`src/rtl/uart_pkg.sv`:
```
// -----------------------------------------------------------------------------
// uart_pkg
//
// Shared definitions for the UART receive path: receiver FSM state encoding,
// oversampling constants and the debug view of the receiver's internal state.
// Imported by uart_rx and any block that wants to observe its debug port.
// -----------------------------------------------------------------------------
package uart_pkg;

    // Oversampling ratio of the baud tick relative to the bit rate.
    localparam int OVERSAMPLE = 16;
    localparam int TICK_W     = $clog2(OVERSAMPLE);

    // Tick count at which the start bit is re-checked (middle of start bit)
    // and at which data/stop bits are sampled (one full bit later each).
    localparam logic [TICK_W-1:0] MID_SAMPLE  = TICK_W'(7);
    localparam logic [TICK_W-1:0] LAST_SAMPLE = TICK_W'(OVERSAMPLE - 1);

    // Wide enough to count up to 9 data bits.
    localparam int BIT_CNT_W = 4;

    typedef enum logic [2:0] {
        IDLE      = 3'd0,
        START     = 3'd1,
        DATA      = 3'd2,
        STOP      = 3'd3,
        WAIT_IDLE = 3'd4
    } uart_rx_state_t;

    // Observation bundle exported by uart_rx so checkers can follow the FSM.
    typedef struct packed {
        uart_rx_state_t         state;
        logic [TICK_W-1:0]      tick_cnt;
        logic [BIT_CNT_W-1:0]   bit_cnt;
    } uart_rx_dbg_t;

endpackage : uart_pkg

```
`src/rtl/uart_sync.sv`:
```
// -----------------------------------------------------------------------------
// uart_sync
//
// Multi-stage flip-flop synchronizer for a single asynchronous input.
// The reset level is a parameter so the same block can guard lines that idle
// high (UART rx) or low.
//
// Ports:
//   clk      in   destination clock
//   rst      in   asynchronous, active-high reset
//   async_i  in   asynchronous input
//   sync_o   out  input resampled into the clk domain (STAGES clks of delay)
// -----------------------------------------------------------------------------
module uart_sync #(
    parameter int   STAGES  = 2,
    parameter logic RST_VAL = 1'b1
) (
    input  logic clk,
    input  logic rst,
    input  logic async_i,
    output logic sync_o
);

    logic [STAGES-1:0] sync_q;

    always_ff @(posedge clk or posedge rst) begin
        if (rst) begin
            sync_q <= {STAGES{RST_VAL}};
        end else begin
            sync_q <= {sync_q[STAGES-2:0], async_i};
        end
    end

    assign sync_o = sync_q[STAGES-1];

endmodule : uart_sync

```
`src/rtl/uart_rx.sv`:
```
// -----------------------------------------------------------------------------
// uart_rx
//
// UART receiver (8N1 by default). The rx line is synchronized, then sampled
// with a 16x baud tick: a falling edge is confirmed at the middle of the start
// bit, each data bit is sampled one bit-time later (LSB first), and the stop
// bit is checked at its middle. Completed bytes go to a one-entry output
// register; framing and overrun errors are single-cycle pulses.
//
// Ports:
//   clk            in   system clock
//   rst            in   asynchronous, active-high reset
//   en             in   receiver enable (same enable as the baud generator)
//   baud_x16_tick  in   one-cycle pulse at 16x the bit rate
//   rx             in   asynchronous serial input, idles high
//   rx_data        out  received byte, LSB = first data bit
//   rx_valid       out  rx_data holds an unconsumed byte
//   rx_ready       in   consumer accepts rx_data
//   frame_err      out  one-cycle pulse: stop bit sampled low
//   overrun_err    out  one-cycle pulse: completed byte dropped, buffer full
//   dbg            out  FSM state and counters for observation
//
// Output handshake: a byte transfers on every clock edge where
// rx_valid && rx_ready. While rx_valid=1 and rx_ready=0, rx_data is held
// unchanged. A new byte may be loaded on the same edge a held byte is
// accepted; in that case rx_valid simply stays high.
// -----------------------------------------------------------------------------
module uart_rx
    import uart_pkg::*;
#(
    parameter int DATA_BITS   = 8,
    parameter int SYNC_STAGES = 2
) (
    input  logic                 clk,
    input  logic                 rst,
    input  logic                 en,
    input  logic                 baud_x16_tick,
    input  logic                 rx,
    output logic [DATA_BITS-1:0] rx_data,
    output logic                 rx_valid,
    input  logic                 rx_ready,
    output logic                 frame_err,
    output logic                 overrun_err,
    output uart_rx_dbg_t         dbg
);

    localparam logic [BIT_CNT_W-1:0] LAST_BIT = BIT_CNT_W'(DATA_BITS - 1);

    logic rx_s;

    uart_sync #(
        .STAGES  (SYNC_STAGES),
        .RST_VAL (1'b1)
    ) u_sync (
        .clk     (clk),
        .rst     (rst),
        .async_i (rx),
        .sync_o  (rx_s)
    );

    uart_rx_state_t         state_q;
    logic [TICK_W-1:0]      tick_cnt_q;
    logic [BIT_CNT_W-1:0]   bit_cnt_q;
    logic [DATA_BITS-1:0]   shift_q;
    logic [DATA_BITS-1:0]   shift_d;
    logic [DATA_BITS-1:0]   rx_data_q;
    logic                   rx_valid_q;
    logic                   frame_err_q;
    logic                   overrun_err_q;

    // Bits arrive LSB first: each new sample enters at the MSB and the word
    // moves right, so after DATA_BITS samples the first bit sits at bit 0.
    always_comb begin
        shift_d = {rx_s, shift_q[DATA_BITS-1:1]};
    end

    always_ff @(posedge clk or posedge rst) begin
        if (rst) begin
            state_q       <= IDLE;
            tick_cnt_q    <= '0;
            bit_cnt_q     <= '0;
            shift_q       <= '0;
            rx_data_q     <= '0;
            rx_valid_q    <= 1'b0;
            frame_err_q   <= 1'b0;
            overrun_err_q <= 1'b0;
        end else begin
            frame_err_q   <= 1'b0;
            overrun_err_q <= 1'b0;

            // Consumer side works regardless of en; a delivery below on the
            // same edge overrides this clear.
            if (rx_valid_q && rx_ready) begin
                rx_valid_q <= 1'b0;
            end

            if (!en) begin
                state_q    <= IDLE;
                tick_cnt_q <= '0;
                bit_cnt_q  <= '0;
            end else if (baud_x16_tick) begin
                case (state_q)
                    IDLE: begin
                        if (!rx_s) begin
                            state_q    <= START;
                            tick_cnt_q <= '0;
                        end
                    end

                    START: begin
                        if (tick_cnt_q == MID_SAMPLE) begin
                            // Line must still be low at mid start bit,
                            // otherwise it was a glitch: silently drop it.
                            if (!rx_s) begin
                                state_q    <= DATA;
                                tick_cnt_q <= '0;
                                bit_cnt_q  <= '0;
                            end else begin
                                state_q <= IDLE;
                            end
                        end else begin
                            tick_cnt_q <= tick_cnt_q + 1'b1;
                        end
                    end

                    DATA: begin
                        // tick_cnt wraps 15->0 here, which also restarts the
                        // count for the next bit (or for the stop bit).
                        tick_cnt_q <= tick_cnt_q + 1'b1;
                        if (tick_cnt_q == LAST_SAMPLE) begin
                            shift_q   <= shift_d;
                            bit_cnt_q <= bit_cnt_q + 1'b1;
                            if (bit_cnt_q == LAST_BIT) begin
                                state_q    <= STOP;
                                tick_cnt_q <= '0;
                            end
                        end
                    end

                    STOP: begin
                        tick_cnt_q <= tick_cnt_q + 1'b1;
                        if (tick_cnt_q == LAST_SAMPLE) begin
                            tick_cnt_q <= '0;
                            if (rx_s) begin
                                // Return to IDLE at mid stop bit so a start
                                // edge right after the stop bit is caught.
                                state_q <= IDLE;
                                if (!rx_valid_q || rx_ready) begin
                                    rx_data_q  <= shift_q;
                                    rx_valid_q <= 1'b1;
                                end else begin
                                    overrun_err_q <= 1'b1;
                                end
                            end else begin
                                frame_err_q <= 1'b1;
                                state_q     <= WAIT_IDLE;
                            end
                        end
                    end

                    WAIT_IDLE: begin
                        // Hold off until the line returns high so a break
                        // does not look like an endless stream of frames.
                        tick_cnt_q <= '0;
                        if (rx_s) begin
                            state_q <= IDLE;
                        end
                    end

                    default: begin
                        state_q    <= IDLE;
                        tick_cnt_q <= '0;
                        bit_cnt_q  <= '0;
                    end
                endcase
            end
        end
    end

    assign rx_data      = rx_data_q;
    assign rx_valid     = rx_valid_q;
    assign frame_err    = frame_err_q;
    assign overrun_err  = overrun_err_q;

    assign dbg.state    = state_q;
    assign dbg.tick_cnt = tick_cnt_q;
    assign dbg.bit_cnt  = bit_cnt_q;

endmodule : uart_rx

```
`config.mk`:
```
export PLATFORM = sky130hd
export DESIGN_NAME = uart_rx
export DESIGN_NICKNAME = d
export VERILOG_FILES = /design/src/rtl/uart_pkg.sv /design/src/rtl/uart_sync.sv /design/src/rtl/uart_rx.sv
export SDC_FILE = /design/constraint.sdc
export NUM_CORES = 1
export LEC_CHECK = 0
export CORE_MARGIN = 1
export CORE_UTILIZATION = 35
export CTS_CLUSTER_DIAMETER = 60
export CTS_CLUSTER_SIZE = 16
export DETAILED_ROUTE_END_ITERATION = 10
export PLACE_DENSITY = 0.66
export SETUP_SLACK_MARGIN = 0.4
export SLEW_MARGIN = 20
export SYNTH_ARGS = -nofsm -noshare
export SYNTH_HDL_FRONTEND = slang
export SYNTH_SLANG_ARGS = --single-unit
```
`constraint.sdc`:
```
create_clock -name clk -period 1.9 [get_ports clk]
set_input_delay 0.285 -clock clk [delete_from_list [all_inputs] [get_ports clk]]
set_output_delay 0.285 -clock clk [all_outputs]
set_load 0.005 [all_outputs]
```
==> results of run 1 <==
[state kept, by name (all words and copies together) (netlist names)]
register / cells
bit_cnt_q: 4
frame_err: 1
overrun_err: 1
rx_data: 8
rx_valid: 1
shift_q: 8
state_q: 3
tick_cnt_q: 4
u_sync.sync_q: 2
[placed cells by master, fill, tap and decap left out, types with 4 or more instances in the layout]
| master | netlist | final |
|---|---|---|
| mux2_4 | 0 | 8 |
| dlygate4sd2_1 | 0 | 5 |
| nand2_1 | 16 | 16 |
| clkbuf_8 | 0 | 5 |
| nand3_1 | 5 | 4 |
| nand2b_1 | 5 | 5 |
| dfrtp_1 | 30 | 28 |
| buf_4 | 0 | 29 |
| mux2_2 | 16 | 8 |
| nor2_1 | 7 | 6 |
| clkdlybuf4s50_1 | 0 | 22 |
[stage by stage]
| stage | std cells | hold slack, ps |
|---|---|---|
| global placement | 226 | 345.9 |
| detailed placement | 226 | 350.9 |
| finish | 254 | 358.9 |
| global route | 254 | 362.0 |
| floorplan | 145 | 289.5 |
| CTS | 253 | 360.9 |
[cell type report]
cell class	instances	area, µm²
fillers	354	2031
clock buffers	6	72.57
clock inverters	2	35.03
well taps	52	65.06
flip-flops and latches	32	805.8
multi-input cells	100	802.0
inverters	2	7.507
repair buffers	60	535.5
[logic make-up after synthesis]
logic type | count (synthesis) | synth area share
AOI/OAI and AO/OA | 25 | 0.1146
xor gates and xnor gates | 3 | 0.01660
adders and majority gates | 2 | 0.01581
buffers and inverters | 13 | 0.04190
DFF | 32 | 0.5075
muxes | 18 | 0.1265
and+or+nand+nor | 52 | 0.1771
[worst max-delay path: stages (launching register included)]
cell,delay (ps)
dfrtp_1,390
ha_4,180
nand2_1,120
o41a_1,400
o311ai_1,320
o21ai_1,100
[worst min-delay path by stage]
stage / slack [ps] / start / cells past startpoint / end
after floorplan: 290 / rx / 0 / u_sync.sync_q[0]
after global placement: 350 / u_sync.sync_q[0] / 0 / u_sync.sync_q[1]
after CTS: 360 / u_sync.sync_q[0] / 0 / u_sync.sync_q[1]
after global routing: 360 / u_sync.sync_q[0] / 0 / u_sync.sync_q[1]
final: 360 / u_sync.sync_q[0] / 0 / u_sync.sync_q[1]
after detailed placement: 350 / u_sync.sync_q[0] / 0 / u_sync.sync_q[1]
[routing by layer]
metal	wire (µm)	track usage
met1	1593	0.1955
met2	1859	0.2686
met3	142	0.04215
met4	61	0.07937
met5	0	0
[where the power goes]
group / total [mW] / leakage (nW) / internal (mW) / switching, mW
logic: 0.121 / 0.570 / 0.0509 / 0.0697
clock network: 0.637 / 0.0552 / 0.389 / 0.248
registers: 0.695 / 0.436 / 0.689 / 0.00590
total: 1.45 / 1.06 / 1.13 / 0.324
[what timing repair did]
item | CTS | global route
gates cloned | 0 | 0
endpoints found under the setup margin | 34 | 28
setup buffers | 19 | 1
pin swaps | 8 | 3
resized for setup | 15 | 4
==> results.toml, run 1 <==
[status]
status = "finished, final reports clean"

[global_route]
grt_pass1_wl_mm = 6.065
first_global_vias = 1318
grt_max_degree = 33
track_usage = 0.1622
antenna_found_initial = 0
grt-ovfl-total = 0

[cts]
cts-root-buf = "clkbuf_8"
cts.sinks = 32
cts_made_buffers = 5
tritoncts = "yes"
cts.path.max_buffers = 2
ctsHoldBuffers = 0
clkTransAtPathRegs_ps = 70
h-tree-depth = 2
clkLatencyLatePin_ps = 290

[worst_setup_path]
crit_arrival_ps = 1780
worstRegToRegCells = 5
r2r_slack_ps = 280
r2r-start = "tick_cnt_q[1]"
endpoint = "bit_cnt_q[3]"
path_class = "flop to flop"
critPathLaunch = "tick_cnt_q[1]"
regToRegEndpoint = "bit_cnt_q[3]"
start_kind = "flop"
critical_path.max_fanout = 6
critPathRequiredTime_ps = 2060
end_kind = "flop"

[layout]
nNetsFinal = 209
syn2layout_area_growth_pct = 46.80
utilization = 0.5336
final_cell_area_um2 = 2323
drive_above_1_share = 0.3564
diodes = 0

[pwr]
fin_total_pwr_mw = 1.453
power.density_nw_per_um2 = 625.2
p_leak_nw = 1.061
irDropWorstVdd_mv = 0.3833

[place]
gp_congestion = 0.8608
dpl_cell_area_um2 = 2037
dp_slack_ps = 30.44
port_buffers = 27
post-dp-hpwl_mm = 2.413

[logic_synthesis]
synthCells = 145
synth_area_leader_cell = "dfrtp_1"
synth_ff_type = "dfrtp_1"
async_reset_ff_frac = 1.000
syn_area_um2 = 1583
yosysUniqueCellTypes = 43
syn_avg_cell_area_um2 = 10.92
synth_seq_cells = 32
synth_nets = 153
synth_top_area_share = 0.4743
yosys_warnings = 0
synth_enable_flop_cells = 0
synth_common_cells = "dfrtp_1 (30), mux2_2 (16), nand2_1 (16), clkbuf_1 (7), nor2_1 (7)"
synth_most_common_cell = "dfrtp_1"
seq_area_frac_synth = 0.5075
ys_top_cells_by_area = "dfrtp_1 (47%), mux2_2 (11%), nand2_1 (3.8%)"

[routing]
num_vias = 1313
wl_per_cell_um = 14.39
drc = 0
wirelength_mm = 3.656
vias_per_cell = 5.169
ant_nets = 0
drtIter0Drc = 61
drtPass1Iterations = 4

[timing]
tightest_slew_ps = 400.0
hold_viol = 0
layout_setup_ws_ps = 278.9
fin_crit_sh = 0.8532
finalSetupTns_ps = 0
setup_viol = 0
maxSlewViolCount = 0
fmax_ghz = 0.6169
max_slew_margin = 0.7333
rsz0062_at_grt = "yes"
finalCriticalPeriod_ps = 1621
fin_skew_ps = 5.882

[min_path]
hp-class = "flop to flop"

[floorplan]
core_um2 = 4354
fp.dieArea_um2 = 4795
start_util = 0.3635
ioPinCount = 28
row_count = 24
fp.dieW_um = 69.25
die_h_um = 69.25

[flow_run]
cap_violations = 0
No activity file was read; power rests on OpenSTA's default activity.
==> inputs of run 2 (changes only) <==
- SKIP_LAST_GASP: unset -> 1
==> results of run 2 <==
Final layout, timing and power as in run 1 (identical DEF).
